## config.mk

```make
export PLATFORM = sky130hd
export DESIGN_NAME = rv_run_monitor
export DESIGN_NICKNAME = d
export VERILOG_FILES = /design/src/rtl/rv_run_monitor.sv
export SDC_FILE = /design/constraint.sdc
export NUM_CORES = 1
export LEC_CHECK = 0
export BUFFER_PORTS_ARGS = -buffer_cell sky130_fd_sc_hd__buf_2
export CAP_MARGIN = 40
export CORE_UTILIZATION = 55
export DETAILED_ROUTE_END_ITERATION = 10
export PLACE_DENSITY = 0.85
export SKIP_CTS_REPAIR_TIMING = 1
export SLEW_MARGIN = 20
export SYNTH_ARGS = -nofsm -noshare
export SYNTH_HDL_FRONTEND = slang
export SYNTH_SLANG_ARGS = --single-unit
```

## constraint.sdc

```tcl
create_clock -name clk -period 6.15 [get_ports clk]
set_input_delay 1.23 -clock clk [delete_from_list [all_inputs] [get_ports clk]]
set_output_delay 1.23 -clock clk [all_outputs]
set_load 0.05 [all_outputs]
```

## src/rtl/rv_run_monitor.sv

```systemverilog
// Run monitor for a small RISC-V core: pulses core reset, supervises one run and
// reports pass/fail through a tohost mailbox, a pc-stall halt detector or a cycle budget.
//
// state    | meaning
// IDLE     | core held in reset, waiting for start
// CORE_RST | core reset pulse, RST_CYCLES clocks long
// RUN      | core released, watching mailbox, pc stall and cycle budget
// DONE     | core held in reset, result flags and count sticky until start
module rv_run_monitor #(
  parameter int              WIDTH       = 32,
  parameter int              CNT_W       = 16,
  parameter int              RST_CYCLES  = 2,
  parameter int              TIMEOUT     = 1000,
  parameter int              HALT_REPEAT = 4,
  parameter logic [WIDTH-1:0] TOHOST_ADDR = 'h100,
  parameter logic [WIDTH-1:0] PASS_VALUE  = 'd25
) (
  input  logic             clk,
  input  logic             reset,
  input  logic             start,
  input  logic [WIDTH-1:0] pc,
  input  logic             mem_write,
  input  logic [WIDTH-1:0] data_addr,
  input  logic [WIDTH-1:0] write_data,
  output logic             core_reset,
  output logic             running,
  output logic             done,
  output logic             pass,
  output logic             fail,
  output logic             halted,
  output logic             timeout,
  output logic [CNT_W-1:0] cycle_count,
  output logic [WIDTH-1:0] last_pc
);

  localparam int RST_W = $clog2(RST_CYCLES + 1);
  localparam int HR_W  = $clog2(HALT_REPEAT + 1);
  localparam logic [RST_W-1:0] RST_LOAD = RST_W'(RST_CYCLES - 1);
  localparam logic [HR_W-1:0]  HR_LOAD  = HR_W'(HALT_REPEAT - 1);
  localparam logic [CNT_W-1:0] TO_LAST  = CNT_W'(TIMEOUT - 1);

  typedef enum logic [1:0] {IDLE, CORE_RST, RUN, DONE} state_t;

  state_t           state;
  logic [RST_W-1:0] rst_cnt;
  logic [HR_W-1:0]  halt_cnt;
  logic [WIDTH-1:0] prev_pc;

  logic mb_hit, pc_same, halt_hit, to_hit, mb_pass;

  // pc compare is suppressed in the first RUN cycle, where prev_pc is stale
  always_comb begin
    mb_hit   = mem_write && (data_addr == TOHOST_ADDR);
    mb_pass  = (write_data == PASS_VALUE);
    pc_same  = (cycle_count != '0) && (pc == prev_pc);
    halt_hit = pc_same && (halt_cnt == '0);
    to_hit   = (cycle_count == TO_LAST);
  end

  always_ff @(posedge clk) begin
    if (reset) begin
      state       <= IDLE;
      core_reset  <= 1'b1;
      running     <= 1'b0;
      done        <= 1'b0;
      pass        <= 1'b0;
      fail        <= 1'b0;
      halted      <= 1'b0;
      timeout     <= 1'b0;
      cycle_count <= '0;
      last_pc     <= '0;
      rst_cnt     <= '0;
      halt_cnt    <= '0;
      prev_pc     <= '0;
    end else begin
      case (state)
        IDLE, DONE: begin
          if (start) begin
            state       <= CORE_RST;
            core_reset  <= 1'b1;
            done        <= 1'b0;
            pass        <= 1'b0;
            fail        <= 1'b0;
            halted      <= 1'b0;
            timeout     <= 1'b0;
            cycle_count <= '0;
            last_pc     <= '0;
            rst_cnt     <= RST_LOAD;
          end
        end
        CORE_RST: begin
          if (rst_cnt == '0) begin
            state      <= RUN;
            core_reset <= 1'b0;
            running    <= 1'b1;
            halt_cnt   <= HR_LOAD;
          end else begin
            rst_cnt <= rst_cnt - RST_W'(1);
          end
        end
        RUN: begin
          prev_pc  <= pc;
          halt_cnt <= pc_same ? halt_cnt - HR_W'(1) : HR_LOAD;
          if (mb_hit || halt_hit || to_hit) begin
            state      <= DONE;
            done       <= 1'b1;
            running    <= 1'b0;
            core_reset <= 1'b1;
            last_pc    <= pc;
            if (mb_hit) begin
              pass <= mb_pass;
              fail <= !mb_pass;
            end else if (halt_hit) begin
              halted <= 1'b1;
              fail   <= 1'b1;
            end else begin
              timeout <= 1'b1;
              fail    <= 1'b1;
            end
          end else begin
            cycle_count <= cycle_count + CNT_W'(1);
          end
        end
        default: begin
          state      <= IDLE;
          core_reset <= 1'b1;
          running    <= 1'b0;
        end
      endcase
    end
  end

endmodule

```

# Word-level counts from Yosys, hierarchy flattened
# Cells that the tools add are included.
# totals
regBits	94
word_cells	93
inputBits	100
output_inout_bits	55
# op_classes
n_mux	38
n_eq_ne	16
reduce_logical	23
addsub	3
# ops
cell	n
$mux 32	2
$pmux 32 s2	1
$eq 32x32->1	1
$eq 32x5->1 const B	1
$eq 32x9->1 const B	1
$mux 16	2
$pmux 16 s2	1
$ne 2x2->1 const B	9
$add 16x1->16 const B	1
$eq 16x10->1 const B	1
$mux 1	16
$reduce_bool 16->1	1
$reduce_and 3->1	5
$pmux 1 s2	6
$reduce_and 5->1	2
$mux 2	4
$mux 3	2
$pmux 2 s3	1
$pmux 3 s2	1
$reduce_bool 2->1	3
$eq 2x2->1 const B	2
$logic_not 2->1	2
$pmux 2 s2	1
$reduce_and 4->1	1
10 further kinds	13

# Depth between registers and ports, before layout
# logic_depth
ltp_word	7
ltp_mapped	11
depth_no_buf	8

# Worst setup path after synthesis
# OpenSTA, ideal clock, no wires.
# synth_timing
kind	input port to flip-flop
from	in pc[4]
to	reg state[0]
arrival_ns	2.794
path_slack_ns	3.236
n_path_buf	0
required_time_ns	6.029
setup_ns	0.121
cell_stages	6
path_cell_list	xor2_1 > or4_1 > nor2_2 > a41oi_4 > a21oi_1 > mux2_2
# synth_via
elab_chain_len	7
# synth_lines
element	line_no	text
from (decl)	21	input logic [WIDTH-1:0] pc,
$eq 32x32->1	55	pc_same = (cycle_count != '0) && (pc == prev_pc);
$logic_and 1x1->1	55	
$logic_and 1x1->1	56	halt_hit = pc_same && (halt_cnt == '0);
$logic_or 1x1->1 (2 in a row)	104	if (mb_hit || halt_hit || to_hit) begin
$ne 2x2->1 (no source line)	-	
$reduce_and 3->1 (no source line)	-	
to (signal assigned)	93	state <= RUN;
to (signal assigned)	105	state <= DONE;
to (signal assigned)	125	state <= IDLE;
to (decl)	44	state_t state;
# No other way between the ends.
# A chain may end at the register's enable or synchronous reset.

# Final worst setup path
# layout_timing
from	in data_addr[6]
to	reg last_pc[1]
# layout_via
elab_chain_len	6
# layout_lines
element	line_no	text
from (decl)	23	input logic [WIDTH-1:0] data_addr,
$eq 32x9->1	53	mb_hit = mem_write && (data_addr == TOHOST_ADDR);
$logic_and 1x1->1	53	
$logic_or 1x1->1 (2 in a row)	104	
$ne 2x2->1 (no source line)	-	
$reduce_and 3->1 (no source line)	-	
to (signal assigned)	109	last_pc <= pc;
to (decl)	33	output logic [WIDTH-1:0] last_pc
# No other way between the ends.

==> metrics.md <==
| Metric | Value |
|---|---|
| Worst Tran Pin Value | about 0.8 ns |
| CTS Root Cell | clkbuf_8 |
| Synth warnings | 0 |
| PD cells | slightly above 300 mW/mm2 |
| First-pass GRT wire length | roughly 21000 um |
| CP max FO | 33 |
| Clock Skew | ~0.014 ns |
| Sequential area share after synthesis | between 30% and 40% |
| Leakage | around 0.0024 uW |
| Main area contributors after synthesis | dfxtp_1 (39%), mux2i_1 (8.1%), nand4_1 (6.4%), xor2_1 (5.8%), nand2_1 (5.2%) |
| Clock buffer depth | 2 |
| Min-Delay Path Depth | 2 |
| GPL Wtd Cong | between 0.8 and 0.9 |
| Setup crit end | last_pc[1] |
| Initial antenna violation count | 0 |
| Internal power | between 1000 and 1500 uW |
| Status | completed |
| Top cells by count, synth | dfxtp_1 (94), nand2_1 (67), nand4_1 (49) |
| Max_cap viols | 0 |
| Setup crit end kind | register |
| Clk sink count | 94 |
| Dpl hpwl | approximately 9600 um |
| Std cell rows | 33 |
| Pre-antenna DRT Iters | 5 |
| Drt drc | 0 |
| Fraction of registers with async set/reset | 0% |
| RSZ-0062 raised after global routing | no |
| Final Cycle Share | a little under 60% |
| Comb pwr share | between 30% and 40% |
| Avg Cell Area, Syn | approximately 8.6 um2 |
| Most frequent cell after synthesis | dfxtp_1 |
| I/O pins | 155 |
| CTS tree | done |
| Antenna Violating Nets Remaining | 0 |
| Sw Ratio | 40.3% |
| CTS H-tree lvls | 3 |
| Die Span Y | around 96 um |
| FF-to-FF End | last_pc[1] |
| Synth area leader | dfxtp_1 |
| Die Width | 95.6 um |
| RR Startpoint | cycle_count[0] |
| IO Port Bufs | around 150 |
| Post-DP Area | between 0.005 and 0.006 mm2 |
| Syn nets | 668 |
| Critical path startpoint | data_addr[6] |
| Vias per cell | between 6 and 7 |
| Rel. slew slack | around 47% |
| Seq cells post-synth | 94 |
| Final hold viol count | 0 |
| Inserted Diodes | 0 |
| Max Slew Vio Count | 0 |
| Share of cells above drive strength 1 | a little over a quarter |
| Worst-Skew Late Latency | 0.37 ns |
| Core Box Area | 0.00834 mm2 |
| Fin Setup TNS | 0 ns |
| Gr usage total | 29.2% |
| Fin area | between 0.005 and 0.006 mm2 |
| Syn Inst Count | 560 |
| Psw | 717 uW |
| Final hold slack | about 0.46 ns |
| Routed wire length | between 10000 and 15000 um |
| Reg2Reg Setup Slack | roughly 3.2 ns |
| Worst vdd ir | roughly 0.00014 V |
| Tmin final | approximately 3.6 ns |
| Post-Syn Area | approximately 0.0048 mm2 |
| Final setup viols | 0 |
| Initial DRC count | 257 |
| Worst reg2reg path depth | 8 |
| Pin count of the biggest net entering global routing | slightly above 60 |
| Critical Setup Path Class | input pin to register |
| F_max | approximately 280 MHz |
| Startpoint Class | input pin |
| Crit path arrival time | 3.83 ns |
| Number of enable flip-flop cells after synthesis | 0 |
| Hold Path Class | register to register |
| CTS Buf Count | 9 |
| Aggregate global routing overflow | 0 |
| Per-cell routed wire length | ~16 um |
| Fill cells | 670 |
| CP required | around 6.4 ns |
| Initial cell density of the core | between 50 and 60% |
| Clk pin slew, worst setup/hold paths | 0.09 ns |
| Sequential power share | 40.9% |
| Final Net Count | around 800 |
| Clk network pwr share | between 20% and 30% |
| Top cell type's share of synthesized area | just under 40% |
| Synth Flop Type | dfxtp_1 |
| Yosys cell types | 54 |
| Layout area overhead | 21.1% |
| Number of global-route vias before repair | approximately 4.4k |
| DIE AREA | between 0.009 and 0.01 mm2 |
| Via count | about 4.8k |
worst min-delay path by stage:
stage / from / to / slack (ns)
after floorplan: halt_cnt[2] / halt_cnt[2] / 0.43
after global placement: last_pc[9] / last_pc[9] / 0.44
after detailed placement: last_pc[4] / last_pc[4] / 0.44
after CTS: last_pc[4] / last_pc[4] / 0.46
after global routing: last_pc[4] / last_pc[4] / 0.49
final: last_pc[7] / last_pc[7] / 0.46
cell type report:
type,count,area [um2],area share [%]
sequential,94,1880,32.2
tap,105,131,2.25
inverter,13,48.8,0.835
clock inverter,7,65.1,1.11
clock buffer,9,124,2.12
multi-input combinational,416,2710,46.5
timing repair buffer,160,876,15.0
power groups by stage:
stage	Sequential, uW	Clock (uW)	Combinational [uW]
after floorplan	768	0	434
after global placement	735	0	599
after detailed placement	739	0	642
after CTS	727	399	646
after global routing	736	424	717
final	728	396	656
routing by layer:
layer	GRT usage (%)	share of wire, %
met1	38.5	44
met2	48.9	48
met3	5.34	6.8
met4	8.21	1.6
met5	0	0
registers in the layout (all words and copies together), names as in the netlist:
register     flops
prev_pc         32
running          1
done             1
halt_cnt         3
state            2
fail             1
timeout          1
halted           1
last_pc         32
cycle_count     16
rst_cnt          2
pass             1
core_reset       1
cell families (layout without fill, tap and decap cells):
logic type / after synthesis / count (layout) / synth area share, %
muxes: 41 / 41 / 8.56
DFF: 94 / 94 / 39.0
buffers and inverters: 50 / 189 / 5.11
xor gates and xnor gates: 32 / 32 / 5.81
AOI/OAI and AO/OA: 94 / 94 / 13.3
and+or+nand+nor: 241 / 241 / 26.1
adders and majority gates: 8 / 8 / 2.08
cell usage in the layout (no fill, tap or decap), drive strengths merged, types with 2 or more instances in the layout:
cell type	count
mux2	2
or3	2
o311ai	2
nand4	49
a221oi	2
a31oi	3
a2111o	6
and2	2
nand2b	11
and3	5
mux2i	39
nor4b	4
nor2	46
clkbuf	9
nand3	9
xor2	32
o21a	3
nor4	30
nor3	6
or4	3
o31ai	2
a21oi	18
and4	3
o21ai	43
dfxtp	94
nand2	67
a211o	2
a211oi	3
ha	8
a21o	3
buf	160
inv	16
clkinv	4
per-stage QoR:
| stage | std cells | power, uW | utilization (%) | setup slack (ns) |
|---|---|---|---|---|
| 2_1_floorplan | 560 | 1200 | - | 3.24 |
| 3_3_place_gp | 785 | 1330 | 66.7 | 2.39 |
| 3_5_place_dp | 787 | 1380 | 67.4 | 2.32 |
| 4_1_cts | 803 | 1770 | 69.7 | 2.70 |
| 5_1_grt | 804 | 1880 | 70.0 | 2.41 |
| 6_report | 804 | 1780 | 70.0 | 2.59 |
worst max-delay path: stages:
cell and delay (ns):
buf_2 0.10, nor4_1 0.44, nand4_1 0.20, o31ai_1 0.44, a41o_1 0.64, buf_4 0.46
nand4_1 0.15, o21ai_0 0.14
(Power assumes the default switching activity.)
